==> src/rtl/wb_pkg.sv <==
// Shared definitions for the writeback/retire stage: RV opcodes, load funct3
// codes and the register-file write-enable rule.
package wb_pkg;

  localparam int RD_W = 5;

  localparam logic [6:0] OP_LOAD   = 7'b0000011;
  localparam logic [6:0] OP_STORE  = 7'b0100011;
  localparam logic [6:0] OP_BRANCH = 7'b1100011;

  localparam logic [2:0] F3_LB  = 3'b000;
  localparam logic [2:0] F3_LH  = 3'b001;
  localparam logic [2:0] F3_LW  = 3'b010;
  localparam logic [2:0] F3_LD  = 3'b011;
  localparam logic [2:0] F3_LBU = 3'b100;
  localparam logic [2:0] F3_LHU = 3'b101;
  localparam logic [2:0] F3_LWU = 3'b110;

  // Stores and branches never write a register; x0 writes are discarded.
  function automatic logic rf_write_en(input logic [6:0] opcode,
                                       input logic [RD_W-1:0] rd);
    return !(opcode == OP_BRANCH || opcode == OP_STORE) && (rd != '0);
  endfunction

endpackage

==> src/rtl/wb_queue.sv <==
// In-order retire FIFO. Entries are also presented oldest-first with a valid
// mask so the bypass search can pick the youngest match.
module wb_queue
  import wb_pkg::*;
#(
  parameter int W     = 8,
  parameter int DEPTH = 2
) (
  input  logic         clk,
  input  logic         rst,
  input  logic         push,
  input  logic [W-1:0] push_data,
  input  logic         pop,
  output logic         full,
  output logic         empty,
  output logic [W-1:0] head,
  output logic [W-1:0] ent_age [DEPTH],
  output logic [DEPTH-1:0] vld_age
);

  localparam int AW = $clog2(DEPTH);

  logic [AW:0]  wr_ptr;
  logic [AW:0]  rd_ptr;
  logic [AW:0]  count;
  logic [W-1:0] mem [DEPTH];
  logic         push_en;
  logic         pop_en;

  // The extra pointer bit separates full (MSBs differ) from empty (equal).
  assign empty   = (wr_ptr == rd_ptr);
  assign full    = (wr_ptr[AW] != rd_ptr[AW]) && (wr_ptr[AW-1:0] == rd_ptr[AW-1:0]);
  assign count   = wr_ptr - rd_ptr;
  assign push_en = push && !full;
  assign pop_en  = pop && !empty;
  assign head    = mem[rd_ptr[AW-1:0]];

  always_ff @(posedge clk or posedge rst) begin
    if (rst) begin
      wr_ptr <= '0;
      rd_ptr <= '0;
    end else begin
      if (push_en) wr_ptr <= wr_ptr + 1'b1;
      if (pop_en)  rd_ptr <= rd_ptr + 1'b1;
    end
  end

  // Storage needs no reset: the pointers alone decide what is valid.
  always_ff @(posedge clk) begin
    if (push_en) mem[wr_ptr[AW-1:0]] <= push_data;
  end

  always_comb begin
    for (int k = 0; k < DEPTH; k++) begin
      ent_age[k] = mem[rd_ptr[AW-1:0] + AW'(k)];
      vld_age[k] = ((AW+1)'(k) < count);
    end
  end

endmodule

==> src/rtl/wb_retire.sv <==
// Writeback/retire stage: load extraction, in-order register-file write
// queue drained under grant, bypass lookup into pending writes, retire count.
module wb_retire
  import wb_pkg::*;
#(
  parameter int XLEN  = 32,
  parameter int DEPTH = 2,
  parameter int CNT_W = 64
) (
  input  logic                       clk,
  input  logic                       rst,
  input  logic                       i_vld,
  output logic                       o_rdy,
  input  logic [RD_W-1:0]            i_rd,
  input  logic [6:0]                 i_opcode,
  input  logic [2:0]                 i_funct3,
  input  logic [$clog2(XLEN/8)-1:0]  i_addr_lo,
  input  logic [XLEN-1:0]            i_alu_data,
  input  logic [XLEN-1:0]            i_mem_data,
  output logic                       o_rf_wr,
  output logic [RD_W-1:0]            o_rf_rd,
  output logic [XLEN-1:0]            o_rf_data,
  input  logic                       i_rf_gnt,
  input  logic [RD_W-1:0]            i_fwd_rs,
  output logic                       o_fwd_hit,
  output logic [XLEN-1:0]            o_fwd_data,
  output logic [CNT_W-1:0]           o_retire_cnt,
  output logic                       o_empty
);

  localparam int AL = $clog2(XLEN/8);
  localparam logic [AL-1:0] WORD_MASK = (XLEN == 64) ? AL'(4) : '0;

  typedef struct packed {
    logic            wr;
    logic [RD_W-1:0] rd;
    logic [XLEN-1:0] data;
  } entry_t;

  localparam int EW = $bits(entry_t);

  // Handshake: a transfer happens on a rising edge where i_vld && o_rdy.
  // o_rdy depends only on occupancy (never on i_vld or a same-cycle pop).
  logic            q_full;
  logic            q_empty;
  logic [EW-1:0]   q_head;
  logic [EW-1:0]   q_ent [DEPTH];
  logic [DEPTH-1:0] q_vld;
  logic            accept;
  logic            pop;
  entry_t          new_e;
  entry_t          head_e;
  logic [XLEN-1:0] ld_data;
  logic [AL-1:0]   h_off;
  logic [AL-1:0]   w_off;
  logic [7:0]      ld_b;
  logic [15:0]     ld_h;
  logic [31:0]     ld_w;

  assign o_rdy   = !q_full;
  assign accept  = i_vld && o_rdy;
  assign o_empty = q_empty;
  assign head_e  = entry_t'(q_head);

  // Lane select: halfwords drop bit 0, words keep only bit 2 on RV64.
  assign h_off = {i_addr_lo[AL-1:1], 1'b0};
  assign w_off = i_addr_lo & WORD_MASK;
  assign ld_b  = i_mem_data[{i_addr_lo, 3'b000} +: 8];
  assign ld_h  = i_mem_data[{h_off, 3'b000} +: 16];
  assign ld_w  = i_mem_data[{w_off, 3'b000} +: 32];

  always_comb begin
    ld_data = '0;
    case (i_funct3)
      F3_LB:   ld_data = XLEN'($signed(ld_b));
      F3_LH:   ld_data = XLEN'($signed(ld_h));
      F3_LW:   ld_data = XLEN'($signed(ld_w));
      F3_LBU:  ld_data = XLEN'(ld_b);
      F3_LHU:  ld_data = XLEN'(ld_h);
      F3_LWU:  ld_data = (XLEN == 64) ? XLEN'(ld_w) : '0;
      F3_LD:   ld_data = (XLEN == 64) ? i_mem_data : '0;
      default: ld_data = '0;
    endcase
  end

  always_comb begin
    new_e.wr   = rf_write_en(i_opcode, i_rd);
    new_e.rd   = i_rd;
    new_e.data = (i_opcode == OP_LOAD) ? ld_data : i_alu_data;
  end

  wb_queue #(
    .W     (EW),
    .DEPTH (DEPTH)
  ) u_queue (
    .clk       (clk),
    .rst       (rst),
    .push      (accept),
    .push_data (new_e),
    .pop       (pop),
    .full      (q_full),
    .empty     (q_empty),
    .head      (q_head),
    .ent_age   (q_ent),
    .vld_age   (q_vld)
  );

  // Non-writing entries leave without waiting for the register file.
  assign pop       = !q_empty && (!head_e.wr || i_rf_gnt);
  assign o_rf_wr   = !q_empty && head_e.wr;
  assign o_rf_rd   = q_empty ? '0 : head_e.rd;
  assign o_rf_data = q_empty ? '0 : head_e.data;

  always_ff @(posedge clk or posedge rst) begin
    if (rst) begin
      o_retire_cnt <= '0;
    end else if (pop) begin
      o_retire_cnt <= o_retire_cnt + CNT_W'(1);
    end
  end

  // Walk oldest to youngest so the last match seen is the youngest.
  always_comb begin
    entry_t e;
    o_fwd_hit  = 1'b0;
    o_fwd_data = '0;
    for (int k = 0; k < DEPTH; k++) begin
      e = entry_t'(q_ent[k]);
      if (q_vld[k] && e.wr && (e.rd == i_fwd_rs) && (i_fwd_rs != '0)) begin
        o_fwd_hit  = 1'b1;
        o_fwd_data = e.data;
      end
    end
  end

endmodule
==> config.mk <==
export PLATFORM = sky130hd
export DESIGN_NAME = wb_retire
export DESIGN_NICKNAME = d
export VERILOG_FILES = /design/src/rtl/wb_pkg.sv /design/src/rtl/wb_queue.sv /design/src/rtl/wb_retire.sv
export SDC_FILE = /design/constraint.sdc
export NUM_CORES = 1
export LEC_CHECK = 0
export ABC_AREA = 1
export BUFFER_PORTS_ARGS = -buffer_cell sky130_fd_sc_hd__buf_2
export CORE_MARGIN = 4
export CORE_UTILIZATION = 55
export CTS_CLUSTER_DIAMETER = 50
export CTS_CLUSTER_SIZE = 20
export DETAILED_ROUTE_END_ITERATION = 12
export HOLD_SLACK_MARGIN = 0.1
export MAX_ROUTING_LAYER = met4
export PLACE_DENSITY = 0.82
export SLEW_MARGIN = 20
export SYNTH_ARGS = -nofsm -noshare
export SYNTH_HDL_FRONTEND = slang
export SYNTH_HIERARCHICAL = 1
export SYNTH_SLANG_ARGS = --single-unit
==> constraint.sdc <==
create_clock -name clk -period 2.7 [get_ports clk]
set_input_delay 0.27 -clock clk [delete_from_list [all_inputs] [get_ports clk]]
set_output_delay 0.27 -clock clk [all_outputs]
set_load 0.05 [all_outputs]
## Yosys cells after proc, flatten, opt, wreduce, memory -nomap -nowiden

Memory sizes are Yosys's and may differ from the RTL's.
Index checks and enable logic that the tools add are counted.

- Bits in latches: 0
- RAM bits: 76
- Memories: 1
- Memory bits (read-only): 0
- Register bits after elaboration: 68

Memory list:

| memory | depth | width | rd ports | clocked after memory_dff | write ports | RTL line | text |
|---|---|---|---|---|---|---|---|
| u_queue.mem | 2 | 38 | 2 | 0 | 1 | wb_queue.sv:26 | `logic [W-1:0] mem [DEPTH];` |

- Divide/modulo/power cells: 0
- Magnitude comparators: 2
- Bitwise gates (word level): 0
- Shifts and indexed selects: 2
- Reductions and logical operators: 22
- $mul: 0
- Eq/ne operators: 12
- Add/subtract/negate cells: 5
- Mux-type cells: 10

Operator list:

| operator | count |
|---|---|
| $pmux 32 s5 | 1 |
| $mux 32 | 4 |
| $add 64x1->64 const B | 1 |
| $shiftx 32x6->16 | 1 |
| $shiftx 32x6->8 | 1 |
| $logic_and 1x1->1 | 13 |
| $eq 5x5->1 | 2 |
| $reduce_bool 5->1 | 2 |
| $eq 7x2->1 const B | 1 |
| $eq 7x6->1 const B | 1 |
| $eq 7x7->1 const B | 1 |
| $eq 3x3->1 const B | 2 |
| $mux 5 | 1 |
| $add 2x1->2 const B | 2 |
| $logic_not 1->1 | 4 |
| $lt 1x2->1 const A | 2 |
| $mux 1 | 4 |
| $eq 3x1->1 const B | 1 |
| $eq 3x2->1 const B | 1 |
| $logic_not 3->1 | 1 |
| $eq 2x2->1 | 1 |
| $logic_or 1x1->1 | 2 |
| $sub 2x2->2 | 1 |
| $add 1x1->1 const B | 1 |
| other kinds (2) | 2 |

## Depth between registers and ports, before layout

- Word-level depth: 7
- Depth in mapped cells: 15
- Depth with buffers taken out: 12

## Cells and area by module

Netlist, hierarchy kept.

By module, submodules not included:

| module | times used | area an instance (um2) | cells each |
|---|---|---|---|
| wb_retire | 1 | 5665.4 | 970 |
| wb_queue | 1 | 3798.6 | 363 |

## Least setup slack after synthesis

OpenSTA, ideal clock, no wires.

- Path type: reg2out
- From: register u_queue.rd_ptr[0]
- To: output port o_fwd_hit
- Setup slack: 0.068 ns
- Path buffers: 3
- Cell stages (with the launch flop): 11
- Arrival time: 2.362 ns
- Path through: dfrtp_1 > buf_6 > buf_6 > buf_6 > nand2_1 > o21ai_0 > nand2_1 > o21ai_0 > nor3_1 > nand2_1 > o21ai_0

RTL lines:

| what | RTL line | text |
|---|---|---|
| start, declared | wb_queue.sv:24 | `logic [AW:0] rd_ptr;` |
| start signal, assigned | wb_queue.sv:44 | `if (pop_en) rd_ptr <= rd_ptr + 1'b1;` |
| end, declared | wb_retire.sv:25 | `output logic o_fwd_hit,` |

## Worst setup path in the final report

- From: register u_queue.rd_ptr[0]
- To: output port o_fwd_data[17]

- Cells in the longest elaborated chain, start to end: 7

RTL lines:

| what | RTL line | text |
|---|---|---|
| $sub 2x2->2 | wb_queue.sv:33 | `assign count = wr_ptr - rd_ptr;` |
| $lt 1x2->1 | wb_queue.sv:56 | `vld_age[k] = ((AW+1)'(k) < count);` |
| via q_vld[0] | wb_retire.sv:48 | `logic [DEPTH-1:0] q_vld;` |
| $logic_and 1x1->1 (3 in series) | wb_retire.sv:129 | `if (q_vld[k] && e.wr && (e.rd == i_fwd_rs) && (i_fwd_rs != '0)) begin` |
| $mux 32 (2 in series) | wb_retire.sv:129 |  |
| end, declared | wb_retire.sv:26 | `output logic [XLEN-1:0] o_fwd_data,` |

The timed path passes the listed nets, and every way through them passes these cells.

==> impl_results.rst <==
.. list-table::
   :header-rows: 1

   * - Metric
     - Value
   * - Final number of setup-violating endpoints
     - 27
   * - Synth Area in Simple Gates
     - 0.336
   * - Critical-path maximum fanout
     - 7
   * - Worst Path Arrival
     - roughly 2500 ps
   * - Number of buffers between clock root and the deepest sink
     - 2
   * - Power density normalized to cell area
     - about 1000 nW/µm²
   * - Sequential-to-total area share from yosys stat
     - 0.421
   * - Standard-cell rows
     - 47
   * - Antenna violations before repair
     - 0
   * - Top FF cell, synth
     - edfxtp_1
   * - Crit share post-route
     - 1.03
   * - Width of the chip
     - 139 µm
   * - Unique cell type count in the Yosys netlist
     - 41
   * - DR vias/cell
     - about 5.4
   * - Clock transition at the registers of the reported paths
     - 70 ps
   * - Clk network pwr share
     - 0.200
   * - Starting Density
     - 0.567
   * - Startpoint type of the worst setup path
     - flop
   * - Sort of element at the end of the critical path
     - output port
   * - Wire length of the first global-routing pass
     - 44.0 mm
   * - Cell area after synthesis
     - 9460 µm²
   * - Critical register-to-register path endpoint
     - o_retire_cnt[61]
   * - Total of max-cap violations
     - 0
   * - Total Power Consumption
     - roughly 11000 µW
   * - Instance count along the most critical hold path
     - 3
   * - Dominant cell by count in the synthesized netlist
     - nand2_1
   * - Synthesized instance count
     - ~1300
   * - Most common library cells after synthesis
     - nand2_1, inv_1, nor2_1, nand3_1, edfxtp_1
   * - Placer Congestion
     - between 0.9 and 1
   * - Clock tree from TritonCTS
     - built
   * - Average routed wire per standard cell
     - 16.4 µm
   * - Overall global routing resource usage
     - 0.291
   * - Top cells by area in the synthesized netlist
     - edfxtp_1, nand2_1, dfrtp_1
   * - Number of hold-slack violations in the final timing report
     - 0
   * - Clock period minus final worst setup slack
     - 2780 ps
   * - Worst Setup Slack, final
     - -81.0 ps
   * - WS Path Type
     - reg -> out
   * - Filler Cell Count
     - between 1000 and 1500
   * - Leading area contributor after synthesis
     - edfxtp_1
   * - RSZ-0062 raised after global routing
     - yes
   * - Placed instance area
     - between 10000 and 15000 µm²
   * - Final Util
     - 0.694
   * - FF/Latch Area
     - around 4000 µm²
   * - Area fraction in compound gates after synthesis
     - 0.0723
   * - Maximum clock frequency
     - about 360 MHz
   * - Post-detailed-routing wire length
     - approximately 29 mm
   * - Pre-Repair DR Iteration Count
     - 6
   * - Failing checks
     - negative setup slack
   * - Area share of xor/xnor cells in the synthesized design
     - 0.0435
   * - Area fraction of the dominant cell type after synthesis
     - 0.241
   * - Maximum clock skew at final layout
     - 9.70 ps
   * - Core area
     - about 17000 µm²
   * - Congestion Overflow GR
     - 0
   * - Number of enable-type register cells in the synthesized netlist
     - 76
   * - Register bit count reported by yosys
     - around 140
   * - Outcome
     - finished, violations left
   * - Part of the total power dissipated in combinational logic
     - 0.533
   * - Final TNS setup
     - -445 ps
   * - Reg power frac
     - 0.268
   * - Die outline area
     - roughly 19000 µm²
   * - Area Overhead vs Synth
     - 22.4%
   * - Nets
     - around 1600
   * - Number of max-slew violations in the final report
     - 0
   * - Port buffer count
     - approximately 230
   * - Number of global-route vias before repair
     - between 8000 and 9000
   * - Measured slew at the worst slew-check pin
     - around 680 ps
   * - Max-slew headroom
     - 0.545
   * - Depth of the worst register-to-register path
     - 11
   * - Leakage dissipation
     - 0.00582 µW
   * - Synth Area in Adders
     - 0.00264
   * - Inserted Clock Buffers
     - 17
   * - Tightest Hold Check Type
     - in -> reg
   * - Data required time of the worst path
     - ~2400 ps
   * - Post-synthesis async set-or-reset flop share
     - 0.472
   * - Largest family of logic cells by synthesized area
     - simple AND/OR/NAND/NOR gates
   * - Boundary Pins
     - roughly 230
   * - Overall via count from detail_route
     - between 9000 and 10000
   * - Pin count of the biggest net entering global routing
     - 65
   * - Net Sw Power
     - between 5000 and 6000 µW
   * - Startpoint of the lowest-slack register-to-register path
     - u_queue/rd_ptr[0]
   * - Switching share of total power
     - 0.507
   * - Area taken by multi-input logic gates
     - ~4400 µm²
   * - Share of layout cells above drive strength 1
     - 0.220
   * - Clock root buffer master
     - clkbuf_16
   * - Clock network latency to the later pin of the worst-skew pair
     - approximately 420 ps
   * - Portion of netlist area occupied by mux cells
     - 0.00238
   * - Post-Syn Nets
     - around 1400
   * - Avg Cell Area, Syn
     - around 7.1 µm²
   * - Internal power summed over all cells
     - approximately 5600 µW
   * - Cell Count, Final, Fillers Out
     - approximately 1800
   * - Finished layout cell area
     - roughly 12000 µm²
   * - Level count of the clock H-tree
     - 4
   * - Number of sinks handled by clock tree synthesis
     - ~140
   * - Count of placed standard cells including taps
     - 1712
   * - Count of antenna-violating nets left after detailed routing
     - 0
   * - Synthesis warning total
     - 6
   * - First DRT Iteration DRCs
     - roughly 1100
   * - Critical path destination
     - o_fwd_data[17]
   * - Worst R2R Setup Slack
     - 350 ps
   * - DRC
     - 0
   * - Antenna diodes
     - 0
   * - Peak supply drop
     - 0.955 mV
   * - Placed wire-length estimate after detailed placement
     - 21.1 mm
   * - Crit path from
     - u_queue/rd_ptr[0]
   * - Die extent in y
     - between 100 and 150 µm
-- state kept, by name (all words and copies together) (netlist names) --
name            cells
o_retire_cnt       64
u_queue/mem        76
u_queue/rd_ptr      2
u_queue/wr_ptr      2
-- worst max-delay path: stages (launching register included) --
cell and delay (ps):
dfrtp_2 480, ha_4 190, nand3b_1 160, nand3_1 90
nand2_1 80, nor3_2 150, nand2_1 120, nor2_4 140
buf_12 140, buf_6 140, nand3_1 100, nand2_1 130
buf_6 170
-- logic make-up after synthesis --
kind of cell | Yosys count
flip-flops | 144
buffers and inverters | 245
multiplexers | 1
AND/OR/NAND/NOR | 763
AO/OA/AOI/OAI | 131
XOR/XNOR | 47
adder cells (fa/ha/maj) | 2
-- routing by layer --
| metal | vias up | global-route usage | share of wire |
|---|---|---|---|
| li1 | 4553 | - | - |
| met1 | 4318 | 0.406 | 0.43 |
| met2 | 507 | 0.444 | 0.46 |
| met3 | 70 | 0.0410 | 0.084 |
| met4 | 0 | 0.0891 | 0.029 |
| met5 | - | - | 0 |
-- cells in the final DEF (no fill, tap or decap), drive strengths merged --
cell | netlist | routed
buf | 63 | 246
o211ai | 5 | 5
clkbuf | 20 | 20
o21ai | 110 | 110
nand4 | 12 | 12
nor3b | 2 | 2
clkinvlp | 0 | 4
o22ai | 3 | 3
xor2 | 29 | 29
o21bai | 1 | 1
o31ai | 1 | 1
mux2i | 1 | 1
dfrtp | 68 | 68
nor2 | 152 | 152
clkinv | 0 | 3
and3 | 1 | 1
nand3 | 95 | 95
ha | 2 | 2
a21oi | 11 | 11
dlygate4sd3 | 0 | 6
nor3 | 13 | 13
bufinv | 0 | 1
nand3b | 13 | 13
nand2 | 468 | 468
xnor2 | 18 | 18
or2 | 7 | 7
edfxtp | 76 | 76
inv | 162 | 169
-- power by group through the flow --
stage | Combinational [µW] | Clock (µW) | Sequential (µW)
2_1_floorplan | 4760 | 0 | 3180
3_3_place_gp | 5630 | 0 | 3050
3_5_place_dp | 5710 | 0 | 3070
4_1_cts | 5830 | 2290 | 3040
5_1_grt | 6520 | 2410 | 3090
6_report | 6060 | 2270 | 3040
-- layout make-up --
class                      count  area share
tap                          220      0.0238
inverter                     162      0.0531
clock buffer                  17      0.0367
sequential                   144       0.344
timing repair buffer         255       0.148
clock inverter                15      0.0127
multi-input combinational    944       0.381
-- how the worst min path moves through the flow --
stage | slack [ps] | end | from
5_1_grt | 140 | u_queue/mem[0][21] | i_alu_data[21]
3_3_place_gp | 190 | u_queue/wr_ptr[1] | rst
4_1_cts | 120 | u_queue/mem[1][25] | i_alu_data[25]
6_report | 130 | u_queue/mem[1][25] | i_alu_data[25]
2_1_floorplan | 40 | u_queue/rd_ptr[0] | rst
3_5_place_dp | 200 | u_queue/wr_ptr[1] | rst
-- metrics by stage --
stage / setup WS, ps / hold WS, ps
2_1_floorplan: 67.6 / 36.1
3_3_place_gp: 262 / 189
3_5_place_dp: 210 / 197
4_1_cts: -11.5 / 121
5_1_grt: -219 / 142
6_report: -81.0 / 133
-- timing repair --
item                                    in CTS  in global routing
endpoints found under the setup margin      33                 71
hold buffers                                 6                  0
setup buffers                                1                  3
gates resized for setup                     57                 50
gates cloned                                 0                  3
pin swaps                                    0                 12
hold endpoints to repair                    78                  0
Power figures use the tool's default switching activity.
